`src/rtl/idu_queue.sv`:
```
// Decode stage between IFU and EXU: classifies RV32I/Zicsr/privileged words,
// builds the immediate, and buffers decoded entries in a DEPTH-entry FIFO.
module idu_queue #(
    parameter int DEPTH    = 2,
    parameter int PC_W     = 32,
    parameter int CSR_FULL = 0
) (
    input  logic                       clk,
    input  logic                       rst_n,
    input  logic                       flush,
    input  logic                       in_valid,
    output logic                       in_ready,
    input  logic [31:0]                in_inst,
    input  logic [PC_W-1:0]            in_pc,
    output logic                       out_valid,
    input  logic                       out_ready,
    output logic [PC_W-1:0]            out_pc,
    output logic [3:0]                 out_class,
    output logic [2:0]                 out_func3,
    output logic                       out_alt,
    output logic [4:0]                 out_rd,
    output logic [4:0]                 out_rs1,
    output logic [4:0]                 out_rs2,
    output logic [31:0]                out_imm,
    output logic                       out_illegal,
    output logic [$clog2(DEPTH+1)-1:0] count
);

    localparam int CNT_W = $clog2(DEPTH + 1);
    localparam int PTR_W = (DEPTH > 1) ? $clog2(DEPTH) : 1;
    // Storage rounded up to a power of two so the pointer never indexes past the array.
    localparam int MEM_N = 1 << PTR_W;

    localparam logic [3:0] CLS_LOAD    = 4'd0;
    localparam logic [3:0] CLS_OPIMM   = 4'd1;
    localparam logic [3:0] CLS_AUIPC   = 4'd2;
    localparam logic [3:0] CLS_STORE   = 4'd3;
    localparam logic [3:0] CLS_OP      = 4'd4;
    localparam logic [3:0] CLS_LUI     = 4'd5;
    localparam logic [3:0] CLS_BRANCH  = 4'd6;
    localparam logic [3:0] CLS_JALR    = 4'd7;
    localparam logic [3:0] CLS_JAL     = 4'd8;
    localparam logic [3:0] CLS_CSR     = 4'd9;
    localparam logic [3:0] CLS_ECALL   = 4'd10;
    localparam logic [3:0] CLS_MRET    = 4'd11;
    localparam logic [3:0] CLS_EBREAK  = 4'd12;
    localparam logic [3:0] CLS_ILLEGAL = 4'd15;

    typedef struct packed {
        logic [PC_W-1:0] pc;
        logic [3:0]      cls;
        logic [2:0]      func3;
        logic            alt;
        logic [4:0]      rd;
        logic [4:0]      rs1;
        logic [4:0]      rs2;
        logic [31:0]     imm;
    } entry_t;

    logic [CNT_W-1:0] r_count;
    logic [PTR_W-1:0] r_wr_ptr;
    logic [PTR_W-1:0] r_rd_ptr;
    entry_t           r_mem [MEM_N];

    logic [3:0]  w_cls;
    logic [31:0] w_imm;
    logic        w_alt;
    logic [2:0]  w_f3;
    logic [31:0] w_imm_i;
    logic [31:0] w_imm_s;
    logic [31:0] w_imm_b;
    logic [31:0] w_imm_u;
    logic [31:0] w_imm_j;
    logic        w_push;
    logic        w_pop;
    entry_t      w_entry;
    entry_t      w_head;
    logic [PTR_W-1:0] w_wr_ptr_inc;
    logic [PTR_W-1:0] w_rd_ptr_inc;

    assign w_f3    = in_inst[14:12];
    assign w_imm_i = {{20{in_inst[31]}}, in_inst[31:20]};
    assign w_imm_s = {{20{in_inst[31]}}, in_inst[31:25], in_inst[11:7]};
    assign w_imm_b = {{19{in_inst[31]}}, in_inst[31], in_inst[7], in_inst[30:25],
                      in_inst[11:8], 1'b0};
    assign w_imm_u = {in_inst[31:12], 12'b0};
    assign w_imm_j = {{11{in_inst[31]}}, in_inst[31], in_inst[19:12], in_inst[20],
                      in_inst[30:21], 1'b0};

    always_comb begin
        w_cls = CLS_ILLEGAL;
        w_imm = '0;
        w_alt = 1'b0;
        if (in_inst[1:0] == 2'b11) begin
            case (in_inst[6:2])
                5'b00000: begin
                    if (w_f3 inside {3'd0, 3'd1, 3'd2, 3'd4, 3'd5}) begin
                        w_cls = CLS_LOAD;
                        w_imm = w_imm_i;
                    end
                end
                5'b00100: begin
                    w_cls = CLS_OPIMM;
                    w_imm = w_imm_i;
                    // Only the shift-immediates carry the alternate-op bit.
                    w_alt = (w_f3 == 3'd1 || w_f3 == 3'd5) ? in_inst[30] : 1'b0;
                end
                5'b00101: begin
                    w_cls = CLS_AUIPC;
                    w_imm = w_imm_u;
                end
                5'b01000: begin
                    if (w_f3 inside {3'd0, 3'd1, 3'd2}) begin
                        w_cls = CLS_STORE;
                        w_imm = w_imm_s;
                    end
                end
                5'b01100: begin
                    w_cls = CLS_OP;
                    w_alt = in_inst[30];
                end
                5'b01101: begin
                    w_cls = CLS_LUI;
                    w_imm = w_imm_u;
                end
                5'b11000: begin
                    if (w_f3 != 3'd2 && w_f3 != 3'd3) begin
                        w_cls = CLS_BRANCH;
                        w_imm = w_imm_b;
                    end
                end
                5'b11001: begin
                    w_cls = CLS_JALR;
                    w_imm = w_imm_i;
                end
                5'b11011: begin
                    w_cls = CLS_JAL;
                    w_imm = w_imm_j;
                end
                5'b11100: begin
                    if (w_f3 == 3'd0) begin
                        if (in_inst[20])      w_cls = CLS_EBREAK;
                        else if (in_inst[21]) w_cls = CLS_MRET;
                        else                  w_cls = CLS_ECALL;
                    end else if (w_f3 == 3'd1 || w_f3 == 3'd2) begin
                        w_cls = CLS_CSR;
                        w_imm = w_imm_i;
                    end else if (CSR_FULL != 0 && w_f3 != 3'd4) begin
                        w_cls = CLS_CSR;
                        w_imm = w_imm_i;
                    end
                end
                default: ;
            endcase
        end
    end

    always_comb begin
        w_entry       = '0;
        w_entry.pc    = in_pc;
        w_entry.cls   = w_cls;
        w_entry.func3 = w_f3;
        w_entry.alt   = w_alt;
        w_entry.rd    = in_inst[11:7];
        w_entry.rs1   = in_inst[19:15];
        w_entry.rs2   = in_inst[24:20];
        w_entry.imm   = w_imm;
    end

    assign in_ready  = (r_count != CNT_W'(DEPTH)) && !flush;
    assign out_valid = (r_count != '0);
    assign w_push    = in_valid && in_ready;
    assign w_pop     = out_valid && out_ready;

    assign w_wr_ptr_inc = (r_wr_ptr == PTR_W'(DEPTH - 1)) ? '0 : r_wr_ptr + PTR_W'(1);
    assign w_rd_ptr_inc = (r_rd_ptr == PTR_W'(DEPTH - 1)) ? '0 : r_rd_ptr + PTR_W'(1);

    always_ff @(posedge clk or negedge rst_n) begin
        if (!rst_n) begin
            r_count  <= '0;
            r_wr_ptr <= '0;
            r_rd_ptr <= '0;
        end else if (flush) begin
            r_count  <= '0;
            r_wr_ptr <= '0;
            r_rd_ptr <= '0;
        end else begin
            if (w_push) r_wr_ptr <= w_wr_ptr_inc;
            if (w_pop)  r_rd_ptr <= w_rd_ptr_inc;
            if (w_push && !w_pop)      r_count <= r_count + CNT_W'(1);
            else if (w_pop && !w_push) r_count <= r_count - CNT_W'(1);
        end
    end

    generate
        for (genvar gi = 0; gi < MEM_N; gi++) begin : g_entry
            always_ff @(posedge clk or negedge rst_n) begin
                if (!rst_n) begin
                    r_mem[gi] <= '0;
                end else if (w_push && r_wr_ptr == PTR_W'(gi)) begin
                    r_mem[gi] <= w_entry;
                end
            end
        end
    endgenerate

    assign w_head      = r_mem[r_rd_ptr];
    assign out_pc      = w_head.pc;
    assign out_class   = w_head.cls;
    assign out_func3   = w_head.func3;
    assign out_alt     = w_head.alt;
    assign out_rd      = w_head.rd;
    assign out_rs1     = w_head.rs1;
    assign out_rs2     = w_head.rs2;
    assign out_imm     = w_head.imm;
    assign out_illegal = (w_head.cls == CLS_ILLEGAL);
    assign count       = r_count;

endmodule

```
`config.mk`:
```
export PLATFORM = sky130hd
export DESIGN_NAME = idu_queue
export DESIGN_NICKNAME = d
export VERILOG_FILES = /design/src/rtl/idu_queue.sv
export SDC_FILE = /design/constraint.sdc
export NUM_CORES = 1
export LEC_CHECK = 0
export CAP_MARGIN = 30
export CORE_UTILIZATION = 30
export DETAILED_ROUTE_END_ITERATION = 12
export PLACE_DENSITY = 0.63
export SLEW_MARGIN = 20
export SYNTH_ARGS = -nofsm -noshare
export SYNTH_HDL_FRONTEND = slang
export SYNTH_SLANG_ARGS = --single-unit
```
`constraint.sdc`:
```
create_clock -name clk -period 2.2 [get_ports clk]
set_input_delay 0.44 -clock clk [delete_from_list [all_inputs] [get_ports clk]]
set_output_delay 0.44 -clock clk [all_outputs]
set_load 0.05 [all_outputs]
```
---- After elaboration in Yosys (flattened, before gate mapping) ----
Index checks and enable logic that the tools add are counted.
storage, ports and cells
  flip-flop bits (word level) ............. 178
operators by class
  add/sub/neg operators ................... 4
  magnitude comparators ................... 1
  eq/ne operators ......................... 18
  multiplexer cells ....................... 31
  bitwise gates (word level) .............. 2
  reduce and logical (&&, ||, !) cells .... 23
operator list
  operator            count
  $mux 87             3
  $pmux 32 s7         1
  $mux 32             6
  $pmux 4 s10         1
  $eq 5x5->1 const B  4
  $mux 4              5
  $eq 5x4->1 const B  3
  $eq 5x3->1 const B  2
  $mux 1              9
  $logic_and 1x1->1   8
  $eq 3x3->1 const B  2
  $mux 2              3
  $mux 3              2
  $ne 3x2->1 const B  2
  $reduce_bool 2->1   3
  $reduce_bool 3->1   2
  $logic_not 5->1     1
  $reduce_bool 5->1   1
  $eq 4x4->1 const B  1
  $reduce_or 2->1     2
  $eq 3x1->1 const B  1
  $eq 3x2->1 const B  1
  $logic_not 1->1     3
  $logic_not 3->1     1
  10 further kinds    12

---- Depth between registers and ports, before layout ----
Gate-level depths: netlist of the first run.
  word-level depth ........................ 8
  gate-level depth with buffers ........... 8

---- Worst setup path after synthesis of the first run ----
No wires, ideal clock.
  kind .................................... register to register
  from .................................... reg r_count[0], in the netlist count[0]
  to ...................................... reg r_mem[23] in the netlist's numbering
  arrival time ............................ 2.163 ns
  required time ........................... 2.135 ns
  slack ................................... -0.028 ns
  stages on the path, launching flop included .. 7
  period minus slack after synthesis ...... 2.228 ns
  cells stage by stage .................... dfrtp_1 > nor2b_1 > or4b_1 > a21o_1 > a211oi_2 > buf_4 > a211o_1
on the way
  cells in the longest elaborated chain, start to end .. 4
RTL lines
  element                          RTL line  RTL
  from (decl)                      60        logic [CNT_W-1:0] r_count;
  from (signal assigned)           190       if (w_push && !w_pop) r_count <= r_count + CNT_W'(1);
  from (signal assigned)           191       else if (w_pop && !w_push) r_count <= r_count - CNT_W'(1);
  $ne 2x2->1                       170       assign in_ready = (r_count != CNT_W'(DEPTH)) && !flush;
  $logic_and 1x1->1                170
  $logic_and 1x1->1                172       assign w_push = in_valid && in_ready;
  $logic_and 1x1->1                200       end else if (w_push && r_wr_ptr == PTR_W'(gi)) begin
  to (signal, indexed assignment)  201       r_mem[gi] <= w_entry;
  to (decl)                        63        entry_t r_mem [MEM_N];
Every way passes these cells.
A chain may end at the register's enable or synchronous reset.

---- Final worst setup path of the first run ----
  from .................................... reg r_rd_ptr
  to ...................................... out out_imm[12]
on the way
  cells in the longest elaborated chain, start to end .. 4
RTL lines
  element                                     RTL line  RTL
  from (decl)                                 62        logic [PTR_W-1:0] r_rd_ptr;
  from (signal assigned)                      189       if (w_pop) r_rd_ptr <= w_rd_ptr_inc;
  $not 1->2 (implied by the code)             207       assign w_head = r_mem[r_rd_ptr];
  $mux 87 (implied by the code) (3 in a row)  207
  to (decl)                                   24        output logic [31:0] out_imm,
Every way passes these cells. The select of a mux whose other input is x is not followed.

==> results_dict.tcl, run 1 <==
set metrics [dict create \
    htree_levels 4 \
    die_h_um 171 \
    ant_nets 0 \
    cp-end-kind "primary output" \
    grt_antenna_before_repair 1 \
    timing.rr.start "count[1]$_DFFE_PN0P_" \
    r2r_end "r_mem[8]$_DFFE_PN0P_" \
    startpoint_type "flop" \
    synth_top_cell_area_share_pct 51.9 \
    min_path_type "input port to async pin" \
    crit_family "flip-flops" \
    multi_input_area_um2 3910 \
    holdWs_ps -6.99 \
    io_buffer_count 160 \
    clk_pin_slew_ps 90 \
    setup_viol 5 \
    die_area_um2 29300 \
    fillers 2766 \
    clk_path_buf_depth 2 \
    synth_ff_type "dfrtp_1" \
    required_ps 1760 \
    rsz0062_at_grt "true" \
    netlist_area_um2 8580 \
    ff2ff_path_depth 6 \
    antenna_cells 0 \
    grt_remaining_overflow 0 \
    globalplace.congestion 0.863 \
    place_area_um2 11000 \
    postLayoutCoreUtil_pct 42.8 \
    grt_pass1_vias 7097 \
    area_growth_pct 39.4 \
    grt_first_pass_wirelength_um 39400 \
    synth-seq-area-share_pct 51.9 \
    hold_viol 10 \
    fmaxAchievable_ghz 0.450 \
    synth_async_sr_flop_share_pct 100 \
    final_common_cell "nand2_1" \
    clkLatencyLatePin_ps 440 \
    layout_common_cells "nand2_1, dfrtp_1, buf_4, mux2_2, clkdlybuf4s50_1" \
    dp_slack_ps -431 \
    worstPathCellList "buf_12 -> clkbuf_16 -> mux2_4 -> buf_6" \
    wirelength_um 25400 \
    max-slew-margin-rel_pct 54.6 \
    finalWorstSetupSlack_ps -21.9 \
    register_area_um2 4460 \
    nets 1166 \
    ys_seq_elements 178 \
    clock_skew_ps 14.1 \
    avgSynthCellArea_um2 9.64 \
    row_count 61 \
    tightestPinTransition_ps 681 \
    track_usage_pct 17.6 \
    synth_area_leader_cell "dfrtp_1" \
    grt_max_degree 66 \
    slew_viol_final 0 \
    finalPower_mw 10.1 \
    synth.distinct_cells 62 \
    p_per_area_nw_per_um2 847 \
    io_pins 161 \
    cts_hold_buffers 0 \
    clockRootBuffer "clkbuf_16" \
    violations "hold timing, setup timing" \
    finalNonFillerCells 1488 \
    drive_gt1_share_pct 29.8 \
    drt_iter0_drc 651 \
    cap_violations 0 \
    viasPerCell 4.84 \
    period_minus_slack_ps 2220 \
    fp.dieW_um 171 \
    setup_tns_ps -39.1 \
    ff2ff_setup_slack_ps 100 \
    num_vias 7206 \
    dr.pass1.iters 5 \
    yosys_warnings 0 \
    final_area_um2 12000 \
    wl_per_cell_um 17.0 \
    cp_slowest_cell "dfrtp_4" \
    critical_path_class "flop to primary output" \
    synthCells 890 \
    vdd_ir_drop_max_mv 0.486 \
    status "finished, violations left" \
    layout_worst_path_cycle_share_pct 101 \
    synth.area.top_cells "dfrtp_1, nand2_1, mux2_2" \
    syn-num-nets 959 \
    worstPathMaxFanout 9 \
    numClockSinks 178 \
    synth_edf_count 0 \
    path_buf_inv 3 \
    dp.final_hpwl_um 17300 \
    dp_cells 1447 \
    cts_tree "built" \
    crit_arrival_ps 1780 \
    initial_utilization_pct 30.7 \
    cts_buffers 17 \
    p_leak_nw 5.87 \
    drc 0 \
    core_um2 27900 \
    cp_slowest_stage_delay_ps 510 \
]
==> kinds of logic (layout without fill, tap and decap cells) <==
logic type / after synthesis / in the layout / synth area share [%]
flip-flops: 178 / 178 / 51.9
XOR/XNOR: 4 / 4 / 0.408
AO/OA/AOI/OAI: 125 / 125 / 11.7
multiplexers: 95 / 95 / 12.5
buffers and inverters: 68 / 288 / 3.24
AND/OR/NAND/NOR: 420 / 420 / 20.3
==> cell type report <==
| class | count | area share (%) |
|---|---|---|
| clock buffers | 17 | 3.55 |
| flip-flops and latches | 178 | 37.3 |
| well taps | 378 | 3.95 |
| clock inverters | 15 | 1.45 |
| repair buffers | 248 | 20.8 |
| multi-input cells | 644 | 32.7 |
| inverters | 8 | 0.251 |
==> per-layer routing <==
| metal | up-vias | global-route usage [%] | wire [um] |
|---|---|---|---|
| li1 | 3447 | - | - |
| met1 | 3564 | 23.1 | 11400 |
| met2 | 177 | 28.1 | 12000 |
| met3 | 16 | 5.41 | 1690 |
| met4 | 2 | 4.11 | 217 |
| met5 | - | 0 | 11 |
==> synthesized netlist by cell type, drive strengths merged, types with 3 or more instances <==
library cell	instances
a22o	34
xor2	3
a211o	13
a21oi	11
o21ai	14
nand2b	4
nor2b	4
buf	13
nor2	28
o211ai	14
a21o	8
a21boi	3
a211oi	3
nand3	17
nor3	8
dfrtp	178
a2bb2oi	5
mux2	95
nor4	5
nand2	335
clkbuf	47
inv	8
==> flip-flops by register name, summed over array words and instances, names as in the netlist <==
register  flops
count         2
r_mem       174
r_rd_ptr      1
r_wr_ptr      1
==> how the worst max path moves through the flow <==
stage                                     from                     to  slack (ps)  cells past startpoint
after global routing      r_rd_ptr$_DFFE_PN0P_            out_illegal         -50                      4
after CTS                 r_rd_ptr$_DFFE_PN0P_             out_imm[0]         -50                      4
after floorplan           r_rd_ptr$_DFFE_PN0P_                out_alt          60                      4
after detailed placement            in_inst[4]  r_mem[31]$_DFFE_PN0P_        -430                      8
final                     r_rd_ptr$_DFFE_PN0P_            out_imm[12]         -20                      4
after global placement              in_inst[5]  r_mem[22]$_DFFE_PN0P_        -440                      8
==> report_power, final <==
group | leakage, nW | internal, mW | switching, mW | total [mW]
clock | 0.294 | 1.55 | 1.55 | 3.10
combinational | 3.29 | 1.16 | 1.84 | 3.00
sequential | 2.29 | 3.78 | 0.261 | 4.04
==> repair_timing <==
item / 4_1_cts / 5_1_grt
cloned: 0 / 5
endpoints found under the setup margin: 76 / 94
pin swaps: 0 / 3
buffers inserted: 4 / 0
gates resized for setup: 31 / 40
No activity file was read; power rests on OpenSTA's default activity.
==> inputs of run 2 (changes only) <==
- MAX_ROUTING_LAYER: unset -> met4
==> results_dict.tcl, run 2 (synthesis gave the netlist of run 1 again) <==
set metrics [dict create \
    cap_violations 0 \
    critical_path_class "flop to primary output" \
    clk_path_buf_depth 2 \
    nets 1170 \
    cp-end-kind "primary output" \
    vdd_ir_drop_max_mv 0.495 \
    startpoint "r_rd_ptr$_DFFE_PN0P_" \
    wirelength_um 25900 \
    dp.final_hpwl_um 17300 \
    numClockSinks 178 \
    power_frac_clock_pct 30.7 \
    min_path_type "flop to flop" \
    viasPerCell 4.84 \
    postLayoutCoreUtil_pct 43.2 \
    violations "setup timing" \
    grt_remaining_overflow 0 \
    globalplace.congestion 0.862 \
    ant_nets 0 \
    io_buffer_count 160 \
    die_h_um 171 \
    max-slew-margin-rel_pct 63.5 \
    row_count 61 \
    p_leak_nw 5.91 \
    register_area_um2 4460 \
    io_pins 161 \
    holdPathStages 2 \
    layout_common_cells "nand2_1, dfrtp_1, buf_4, mux2_2, buf_6" \
    largest_reg_flops 174 \
    worstPathMaxFanout 7 \
    drive_gt1_share_pct 29.8 \
    tightestPinTransition_ps 546 \
    required_ps 1760 \
    timing.rr.start "count[1]$_DFFE_PN0P_" \
    combPwrFrac_pct 30.0 \
    r2r_end "r_mem[10]$_DFFE_PN0P_" \
    fp.dieW_um 171 \
    final_common_cell "nand2_1" \
    hold_viol 0 \
    track_usage_pct 18.4 \
    area_growth_pct 40.7 \
    multi_input_area_um2 3910 \
    clk_pin_slew_ps 70 \
    initial_utilization_pct 30.7 \
    grt_max_degree 50 \
    p_int_mw 6.64 \
    critPathCapture "out_imm[20]" \
    setup_viol 10 \
    dr.pass1.iters 4 \
    p_per_area_nw_per_um2 850 \
    rsz0062_at_grt "true" \
    top_register "r_mem" \
    ff2ff_path_depth 6 \
    grt_first_pass_wirelength_um 40300 \
    clockRootBuffer "clkbuf_16" \
    clock_skew_ps 10.7 \
    p_sw_share_pct 35.4 \
    grt_antenna_before_repair 0 \
    clkLatencyLatePin_ps 430 \
    drt_iter0_drc 539 \
    fmaxAchievable_ghz 0.450 \
    switching_power_mw 3.63 \
    ff2ff_setup_slack_ps 100 \
    startpoint_type "flop" \
    layout_worst_path_cycle_share_pct 101 \
    status "finished, violations left" \
    grt_pass1_vias 7264 \
    period_minus_slack_ps 2220 \
    num_vias 7216 \
    fillers 2726 \
    cts_buffers 17 \
    wl_per_cell_um 17.4 \
    drc 0 \
    die_area_um2 29300 \
    antenna_cells 0 \
    cts_tree "built" \
    core_um2 27900 \
    finalWorstSetupSlack_ps -21.8 \
    crit_arrival_ps 1780 \
    dp_slack_ps -422 \
    seq_power_share_pct 39.3 \
    slew_viol_final 0 \
    htree_levels 4 \
    min_from "r_mem[130]$_DFFE_PN0P_" \
]
==> run 2: cell types whose count changed in the layout (fill, tap and decap cells not counted), sizes merged <==
| cell | before | now |
|---|---|---|
| bufbuf | 0 | 1 |
| bufinv | 0 | 1 |
| inv | 19 | 17 |
| buf | 176 | 177 |
| clkbuf | 20 | 21 |
| dlygate4sd3 | 0 | 1 |
| clkinv | 4 | 5 |
==> run 2: critical path, cell delays in order (launching register included) <==
cell and delay, ps:
dfrtp_4 470, buf_12 170, buf_6 170, mux2_2 380, buf_6 160
==> run 2: repair_timing <==
| item | in CTS | in global routing |
|---|---|---|
| setup endpoints to repair | 75 | 101 |
| pin swaps | 0 | 3 |
| resized for setup | 28 | 54 |
| buffers inserted | 2 | 3 |
| gates cloned | 1 | 5 |
| hold endpoints to repair | 42 | 0 |
| hold buffers | 1 | 0 |
==> run 2: worst min path at each step <==
| stage | slack [ps] | end |
|---|---|---|
| 2_1_floorplan | 140 | count[0]$_DFFE_PN0P_ |
| 3_5_place_dp | 410 | r_mem[95]$_DFFE_PN0P_ |
| 3_3_place_gp | 410 | r_mem[95]$_DFFE_PN0P_ |
| 5_1_grt | 490 | r_mem[75]$_DFFE_PN0P_ |
| 4_1_cts | 480 | r_mem[32]$_DFFE_PN0P_ |
| 6_report | 470 | r_mem[130]$_DFFE_PN0P_ |
==> run 2: stage by stage <==
stage	TNS (ps)	instances	instance area, um^2	total power [mW]	hold WS (ps)
2_1_floorplan	0	890	8590	5.95	144
3_5_place_dp	-26950	1448	10900	6.96	415
6_report	-97.6	1492	12100	10.3	473
5_1_grt	-2760	1492	12100	10.8	494
4_1_cts	-1520	1484	11700	10.2	477
3_3_place_gp	-22950	1448	10900	6.91	407
==> run 2: area by class of cell <==
| cell class | instances | share of cell area (%) |
|---|---|---|
| Clock inverter | 15 | 1.55 |
| Timing Repair Buffer | 252 | 21.5 |
| Sequential cell | 178 | 36.9 |
| Clock buffer | 17 | 3.52 |
| Inverter | 8 | 0.249 |
| Multi-Input combinational cell | 644 | 32.3 |
| Tap cell | 378 | 3.92 |
==> run 2: power by group through the flow <==
stage / sequential (mW) / combinational (mW) / clock [mW]
5_1_grt: 4.10 / 3.31 / 3.38
4_1_cts: 4.03 / 2.98 / 3.24
3_3_place_gp: 4.08 / 2.83 / 0
6_report: 4.03 / 3.09 / 3.15
2_1_floorplan: 4.02 / 1.93 / 0
3_5_place_dp: 4.10 / 2.86 / 0
==> run 2: routing by layer <==
layer | share of wire (%) | track usage (%) | up-vias
li1 | - | - | 3460
met1 | 46 | 24.0 | 3513
met2 | 46 | 27.6 | 212
met3 | 6.7 | 5.16 | 31
met4 | 1.7 | 5.47 | 0
met5 | 0 | - | -
==> inputs of run 3 (changes only) <==
- CORE_ASPECT_RATIO: unset -> 1.25
- HOLD_SLACK_MARGIN: unset -> 0.12
==> results_dict.tcl, run 3 (synthesis gave the netlist of run 1 again) <==
set metrics [dict create \
    dp.final_hpwl_um 18000 \
    setup_viol 32 \
    dp_slack_ps -457 \
    cts_tree "built" \
    r2r_end "r_mem[21]$_DFFE_PN0P_" \
    use_met1_pct 22.8 \
    globalplace.congestion 0.866 \
    grt_max_degree 57 \
    cts_buffers 17 \
    row_count 68 \
    drc 0 \
    num_vias 7185 \
    period_minus_slack_ps 2250 \
    violations "setup timing" \
    vdd_ir_drop_max_mv 0.494 \
    required_ps 1760 \
    ff2ff_path_depth 6 \
    hold_viol 0 \
    holdPathStages 2 \
    clkLatencyLatePin_ps 440 \
    startpoint "r_rd_ptr$_DFFE_PN0P_" \
    slew_viol_final 0 \
    drt_iter0_drc 304 \
    clk_pin_slew_ps 70 \
    largest_reg_flops 174 \
    finalWorstSetupSlack_ps -51.5 \
    grt_use_met3_pct 4.26 \
    track_usage_pct 19.0 \
    final_common_cell "nand2_1" \
    tightestPinTransition_ps 548 \
    core_um2 27900 \
    finalPower_mw 10.2 \
    die_h_um 191 \
    rsz0062_at_grt "true" \
    viasPerCell 4.91 \
    min_to "r_mem[57]$_DFFE_PN0P_" \
    area_growth_pct 39.5 \
    min_path_type "flop to flop" \
    max-slew-margin-rel_pct 63.5 \
    multi_input_area_um2 3910 \
    busiest_layer "met2" \
    grt_remaining_overflow 0 \
    layout_common_cells "nand2_1, dfrtp_1, buf_4, mux2_2, clkdlybuf4s50_1" \
    grt_antenna_before_repair 0 \
    htree_levels 4 \
    die_area_um2 29300 \
    clock_skew_ps 9.37 \
    fmaxAchievable_ghz 0.444 \
    crit_arrival_ps 1810 \
    fillers 2710 \
    drive_gt1_share_pct 29.7 \
    clockRootBuffer "clkbuf_16" \
    min_from "r_mem[57]$_DFFE_PN0P_" \
    io_buffer_count 160 \
    cp_slowest_stage_delay_ps 470 \
    grt.met2_usage_pct 31.9 \
    p_leak_nw 5.90 \
    nets 1169 \
    ff2ff_setup_slack_ps 140 \
    wirelength_um 26100 \
    grt_first_pass_wirelength_um 41800 \
    startpoint_type "flop" \
    worstPathCellList "buf_12 -> mux2_2 -> and4_4 -> buf_8" \
    layout_worst_path_cycle_share_pct 102 \
    ant_nets 0 \
    clk_path_buf_depth 2 \
    timing.rr.start "count[1]$_DFFE_PN0P_" \
    wl_per_cell_um 17.8 \
    register_area_um2 4460 \
    status "finished, violations left" \
    p_per_area_nw_per_um2 849 \
    cp_slowest_cell "dfrtp_4" \
    cap_violations 0 \
    critical_path_class "flop to primary output" \
    grt_pass1_vias 7513 \
    io_pins 161 \
    dr.pass1.iters 5 \
    fp.dieW_um 153 \
    numClockSinks 178 \
    top_register "r_mem" \
    cp-end-kind "primary output" \
    worstPathMaxFanout 9 \
    initial_utilization_pct 30.8 \
]
## run 3: worst max path at each step
stage / end / slack [ps] / depth (start not counted)
after global placement: r_mem[21]$_DFFE_PN0P_ / -460 / 8
after floorplan: out_alt / 60 / 4
after CTS: out_rs2[1] / -70 / 3
after global routing: out_rs2[1] / -100 / 3
final: out_illegal / -50 / 4
after detailed placement: r_mem[21]$_DFFE_PN0P_ / -460 / 8
## run 3: final cells by class
type                            instances  area share, %
Sequential cell                       178           37.2
Multi-Input combinational cell        644           32.7
Timing Repair Buffer                  251           21.3
Clock buffer                           19           3.78
Tap cell                              350           3.66
Clock inverter                         13           1.12
Inverter                                8          0.251
Antenna cell                            1         0.0209
## run 3: timing repair
item,4_1_cts,5_1_grt
buffers inserted,6,0
hold endpoints to repair,39,0
hold buffers,1,0
pin swaps,0,2
setup endpoints to repair,82,113
gates resized for setup,72,11
cloned,2,2
## run 3: through the flow
step / cell area, um^2 / util (%) / hold WS (ps) / TNS [ps] / cells
after floorplan: 8590 / - / 144 / 0 / 890
after detailed placement: 10900 / 39.1 / 393 / -32380 / 1421
after global routing: 12000 / 42.9 / 493 / -3920 / 1463
after global placement: 10900 / 39.1 / 392 / -30870 / 1421
after CTS: 11900 / 42.6 / 477 / -2110 / 1461
final: 12000 / 42.9 / 470 / -662 / 1464
## run 3: where the power goes
group	total, mW	leakage [nW]	internal, mW	switching [mW]
Combinational	3.08	3.32	1.21	1.87
Sequential	4.03	2.29	3.78	0.254
Clock	3.06	0.292	1.58	1.48
Total	10.2	5.90	6.56	3.60
## run 3: critical path: cells and delay by family, from the launching register on
| kind | cells | cell delay, ps |
|---|---|---|
| and+or+nand+nor | 1 | 190 |
| DFF | 1 | 470 |
| muxes | 1 | 390 |
| buffers and inverters | 2 | 330 |
## run 3: layer usage
metal | up-vias | routed length, um | part of all wire, %
li1 | 3445 | - | -
met3 | 24 | 1300 | 5.0
met4 | 0 | 444 | 1.7
met2 | 184 | 13100 | 50
met5 | - | 0 | 0
met1 | 3532 | 11300 | 43
